File: config.mk
export PLATFORM = sky130hd
export DESIGN_NAME = tinysoc_prog_tx
export DESIGN_NICKNAME = d
export VERILOG_FILES = /design/src/rtl/tinysoc_prog_tx.sv
export SDC_FILE = /design/constraint.sdc
export NUM_CORES = 1
export LEC_CHECK = 0
export ABC_AREA = 1
export CAP_MARGIN = 20
export CORE_AREA = 3 3 114 116
export CTS_CLUSTER_DIAMETER = 200
export CTS_CLUSTER_SIZE = 28
export DETAILED_ROUTE_END_ITERATION = 7
export DIE_AREA = 0 0 117 119
export PLACE_DENSITY = 0.68
export RECOVER_POWER = 50
export SYNTH_ARGS = -nofsm -noshare
export SYNTH_HDL_FRONTEND = slang
export SYNTH_SLANG_ARGS = --single-unit
File: constraint.sdc
create_clock -name clk -period 3.5 [get_ports clk]
set_input_delay 0.7 -clock clk [delete_from_list [all_inputs] [get_ports clk]]
set_output_delay 0.7 -clock clk [all_outputs]
set_load 0.01 [all_outputs]
File: src/rtl/tinysoc_prog_tx.sv
// Buffers a WORDS x 12-bit image, holds the target in reset for RST_CYC cycles, then streams 6-bit halves (lo first), one per cycle without stalls.
// FILL back-pressures through w_ready only. Optional build macro PROG_TX_CHKSUM_EN adds a chksum output (XOR of the words accepted in FILL).
module tinysoc_prog_tx #(
  parameter int WORDS   = 8,
  parameter int RST_CYC = 2
) (
  input  logic        clk,
  input  logic        rst,
  input  logic        start,
  input  logic        w_valid,
  input  logic [11:0] w_data,
  output logic        w_ready,
  output logic        tgt_rst,
  output logic [5:0]  tgt_data,
  output logic        busy,
  output logic        done
`ifdef PROG_TX_CHKSUM_EN
  ,
  output logic [11:0] chksum
`endif
);

  localparam int WC_W = $clog2(WORDS);
  localparam int RC_W = (RST_CYC > 1) ? $clog2(RST_CYC) : 1;
  localparam logic [WC_W-1:0] WC_LAST = WC_W'(WORDS - 1);
  localparam logic [RC_W-1:0] RC_LAST = RC_W'(RST_CYC - 1);

  typedef enum logic [2:0] {
    S_IDLE,
    S_FILL,
    S_RST,
    S_STREAM,
    S_DONE
  } state_t;

  state_t            state_q, state_d;
  logic [WC_W-1:0]   wcnt_q, wcnt_d;
  logic [WC_W-1:0]   wcnt_nxt;
  logic [RC_W-1:0]   rcnt_q, rcnt_d;
  logic              half_q, half_d;
  logic              tgt_rst_q, tgt_rst_d;
  logic [5:0]        tgt_data_q, tgt_data_d;
  logic              busy_q, busy_d;
  logic              done_q, done_d;
  logic              mem_we;
  logic [11:0]       mem_q [WORDS];

`ifdef PROG_TX_CHKSUM_EN
  logic [11:0]       chk_q, chk_d;
`endif

  assign wcnt_nxt = wcnt_q + WC_W'(1);

  always_comb begin
    state_d    = state_q;
    wcnt_d     = wcnt_q;
    rcnt_d     = rcnt_q;
    half_d     = half_q;
    tgt_rst_d  = tgt_rst_q;
    tgt_data_d = tgt_data_q;
    busy_d     = busy_q;
    done_d     = done_q;
    mem_we     = 1'b0;
`ifdef PROG_TX_CHKSUM_EN
    chk_d      = chk_q;
`endif
    unique case (state_q)
      S_IDLE, S_DONE: begin
        if (start) begin
          state_d   = S_FILL;
          busy_d    = 1'b1;
          done_d    = 1'b0;
          tgt_rst_d = 1'b1;
          wcnt_d    = '0;
`ifdef PROG_TX_CHKSUM_EN
          chk_d     = '0;
`endif
        end
      end
      S_FILL: begin
        if (w_valid) begin
          mem_we = 1'b1;
`ifdef PROG_TX_CHKSUM_EN
          chk_d  = chk_q ^ w_data;
`endif
          if (wcnt_q == WC_LAST) begin
            state_d = S_RST;
            wcnt_d  = '0;
            rcnt_d  = '0;
          end else begin
            wcnt_d = wcnt_nxt;
          end
        end
      end
      S_RST: begin
        // Release of the target and the first lo half land on the same edge.
        if (rcnt_q == RC_LAST) begin
          state_d    = S_STREAM;
          rcnt_d     = '0;
          half_d     = 1'b0;
          tgt_rst_d  = 1'b0;
          tgt_data_d = mem_q[0][5:0];
        end else begin
          rcnt_d = rcnt_q + RC_W'(1);
        end
      end
      S_STREAM: begin
        if (!half_q) begin
          half_d     = 1'b1;
          tgt_data_d = mem_q[wcnt_q][11:6];
        end else if (wcnt_q == WC_LAST) begin
          state_d    = S_DONE;
          half_d     = 1'b0;
          wcnt_d     = '0;
          tgt_data_d = '0;
          busy_d     = 1'b0;
          done_d     = 1'b1;
        end else begin
          half_d     = 1'b0;
          wcnt_d     = wcnt_nxt;
          tgt_data_d = mem_q[wcnt_nxt][5:0];
        end
      end
      default: state_d = S_IDLE;
    endcase
  end

  always_ff @(posedge clk or posedge rst) begin
    if (rst) begin
      state_q    <= S_IDLE;
      wcnt_q     <= '0;
      rcnt_q     <= '0;
      half_q     <= 1'b0;
      tgt_rst_q  <= 1'b1;
      tgt_data_q <= '0;
      busy_q     <= 1'b0;
      done_q     <= 1'b0;
`ifdef PROG_TX_CHKSUM_EN
      chk_q      <= '0;
`endif
    end else begin
      state_q    <= state_d;
      wcnt_q     <= wcnt_d;
      rcnt_q     <= rcnt_d;
      half_q     <= half_d;
      tgt_rst_q  <= tgt_rst_d;
      tgt_data_q <= tgt_data_d;
      busy_q     <= busy_d;
      done_q     <= done_d;
`ifdef PROG_TX_CHKSUM_EN
      chk_q      <= chk_d;
`endif
    end
  end

  // Image storage is deliberately unreset; it is only read after a complete FILL.
  always_ff @(posedge clk) begin
    if (mem_we) begin
      mem_q[wcnt_q] <= w_data;
    end
  end

  assign w_ready  = (state_q == S_FILL);
  assign tgt_rst  = tgt_rst_q;
  assign tgt_data = tgt_data_q;
  assign busy     = busy_q;
  assign done     = done_q;
`ifdef PROG_TX_CHKSUM_EN
  assign chksum   = chk_q;
`endif

endmodule

==> metrics.yaml <==
run_status:
  status: "completed"
synthesis:
  synth_common_cells: "nand2_1 (209), edfxtp_1 (96), inv_1 (53), nand3_1 (43), dfrtp_1 (16)"
  yosysMostFrequentCell: "nand2_1"
  synth-edff-count: 96
  syn_avg_cell_area_um2: 10.10
  synthTopCellsByArea: "edfxtp_1 (57%), nand2_1 (16%), dfrtp_1 (7.9%), nand3_1 (4.3%), inv_1 (3.9%)"
  syn_inst: 501
  synthesis.area_mm2: 0.005059
  async_flop_share_pct: 15.04
  yosysTopAreaCellShare_pct: 56.99
  synth_nets: 519
  ys_types: 31
  synthFlopType: "edfxtp_1"
  synth_top_area_cell: "edfxtp_1"
  synth-seq-cells: 113
  synth-seq-area-share_pct: 65.42
  ys_warn_count: 0
final_layout:
  drive_above_1_share_pct: 11.78
  finalNonFillerCells: 699
  fill_cells: 1057
  final_core_util_pct: 50.42
  design_area_mm2: 0.006056
  multi_input_area_mm2: 0.001419
  fin_nets: 557
  regArea_mm2: 0.003309
  num_antenna_cells: 0
  area_delta_synth_final_pct: 19.71
setup_path:
  worst_r2r_endpoint: "mem_q[0][10]"
  worstPathRequired_ps: 3530
  r2r-start: "wcnt_q[0]"
  crit_path_end_kind: "flip-flop"
  endpoint: "mem_q[0][10]"
  cp_max_fo: 28
  rrSetupSlack_ps: 810
  path_class: "reg -> reg"
  cp-start-kind: "flip-flop"
  rr_worst_depth: 3
  startpoint: "wcnt_q[0]"
  crit_arrival_ps: 2710
placed_design:
  io_buffers: 25
  place_congestion: 0.8157
  placed_cells: 667
  dp_slack_ps: 1084
  hpwl_um: 6734
  placed_area_mm2: 0.005498
drt:
  drt_wl_total_um: 10880
  drt_iter0_drc: 266
  drc_errors: 0
  detail-route-antenna-nets: 0
  viasPerCell: 5.083
  routedWlPerCell_um: 15.56
  num_vias: 3553
  first_pass_iters: 5
clocking:
  cts.sinks: 113
  tritoncts: "yes"
  holdBufCountCts: 0
  clockBufferDepth: 2
  post_cts_buffers: 0
  clk_pin_slew_ps: 50
  ctsRootBufferMaster: "clkbuf_16"
  cts-htree-levels: 4
  clk_latency_ps: 410
  cts_buffers: 17
  post_cts_resized: 0
power:
  powerDensity_mw_per_mm2: 882.8
  p_int_mw: 3.363
  p_seq_share_pct: 33.4
  power_frac_clock_pct: 31.3
  ir_drop_mv: 0.3886
  p_switching_mw: 1.983
  switching_share_pct: 37.10
  p_leak_nw: 2.580
  combPwrFrac_pct: 35.3
timing:
  timing.final.crit_share_pct: 76.79
  slew_headroom_pct: 13.05
  rsz0062_at_grt: "false"
  min_period_ps: 2688
  setup_viol: 0
  timing.fmax_mhz: 372.1
  worst_pin_slew_ps: 1304
  totalNegativeSetupSlack_ps: 0
  fin_skew_ps: 14.94
  drv_slew: 0
  setup_ws_ps: 812.3
  finalHoldViolCount: 0
floorplanning:
  die_area_mm2: 0.01392
  die_y_um: 119
  initial_utilization_pct: 42.11
  rows: 40
  pin_count: 26
  core-area_mm2: 0.01201
  fp.dieW_um: 117
grt:
  grt_pass1_wl_um: 17870
  grt_max_degree: 55
  grtUsageTotal_pct: 16.90
  antenna_found_initial: 0
  grt_pass1_vias: 3635
  grt_overflow_total: 0
worst_hold_path:
  hold_class: "reg -> reg"
  hold_depth: 2
flow_run:
  drv_cap: 0
## flip-flops by register name, indices dropped and copies added, names as in the netlist
| name | flops |
|---|---|
| busy | 1 |
| done | 1 |
| half_q | 1 |
| mem_q | 96 |
| rcnt_q | 1 |
| state_q | 3 |
| tgt_data | 6 |
| tgt_rst | 1 |
| wcnt_q | 3 |
## final cells by class
class / instances / share of cell area, %
Inverter: 61 / 3.864
Tap cell: 147 / 3.037
Sequential cell: 113 / 54.65
Multi-Input combinational cell: 309 / 23.43
Timing Repair Buffer: 37 / 5.496
Clock inverter: 13 / 2.376
Clock buffer: 19 / 7.149
## critical path: stages, from the launching register on
cell      delay [ps]
dfrtp_1          570
clkbuf_1         620
nor4_1           440
clkbuf_1         680
## stage by stage
step / total power [mW] / hold slack, ps
2_1_floorplan: 3.176 / 467.4
3_3_place_gp: 3.623 / 453.4
3_5_place_dp: 3.673 / 462.0
4_1_cts: 5.367 / 470.6
5_1_grt: 5.676 / 489.4
6_report: 5.346 / 463.9
## worst min path at each step
stage	from	endpoint
floorplan	tgt_rst	tgt_rst
global placement	tgt_rst	tgt_rst
detailed placement	tgt_rst	tgt_rst
CTS	tgt_rst	tgt_rst
global route	tgt_rst	tgt_rst
finish	tgt_rst	tgt_rst
## metal layers
layer / track usage [%] / part of all wire, % / wire length [um]
met1: 21.54 / 42 / 4601
met3: 4.421 / 6.3 / 689
met2: 26.56 / 49 / 5314
met4: 8.172 / 2.5 / 273
met5: 0 / 0 / 0
## kinds of logic after synthesis
family | after synthesis | synth area share, %
buf+inv | 79 | 7.296
fa+ha+maj | 2 | 0.4946
compound gates | 21 | 2.251
flops | 113 | 65.42
simple gates | 286 | 24.54
## layout by cell type (no fill, tap or decap), types with 2 or more instances in the layout
cell type / n
buf_4: 10
inv_1: 53
o21ai_1: 4
a31oi_1: 2
bufinv_16: 3
ha_1: 2
o21ai_0: 3
inv_2: 6
clkbuf_1: 4
dlygate4sd3_1: 13
nor2_4: 2
a21oi_1: 10
nand2_1: 209
or2_1: 2
nor4_2: 7
nor2_1: 7
nand3_2: 2
or2_0: 4
clkinv_2: 4
clkinvlp_4: 3
clkdlybuf4s50_1: 12
nand2_2: 4
nand3_1: 44
edfxtp_1: 96
clkbuf_16: 17
clkinv_1: 4
dfrtp_1: 16
## power by group through the flow
stage	sequential [mW]	combinational, mW	clock (mW)
after floorplan	1.76	1.42	0
after global placement	1.81	1.81	0
after detailed placement	1.81	1.86	0
after CTS	1.79	1.89	1.70
after global routing	1.80	2.11	1.76
final	1.79	1.89	1.67
Note: power is estimated with default switching activity, not from simulation.
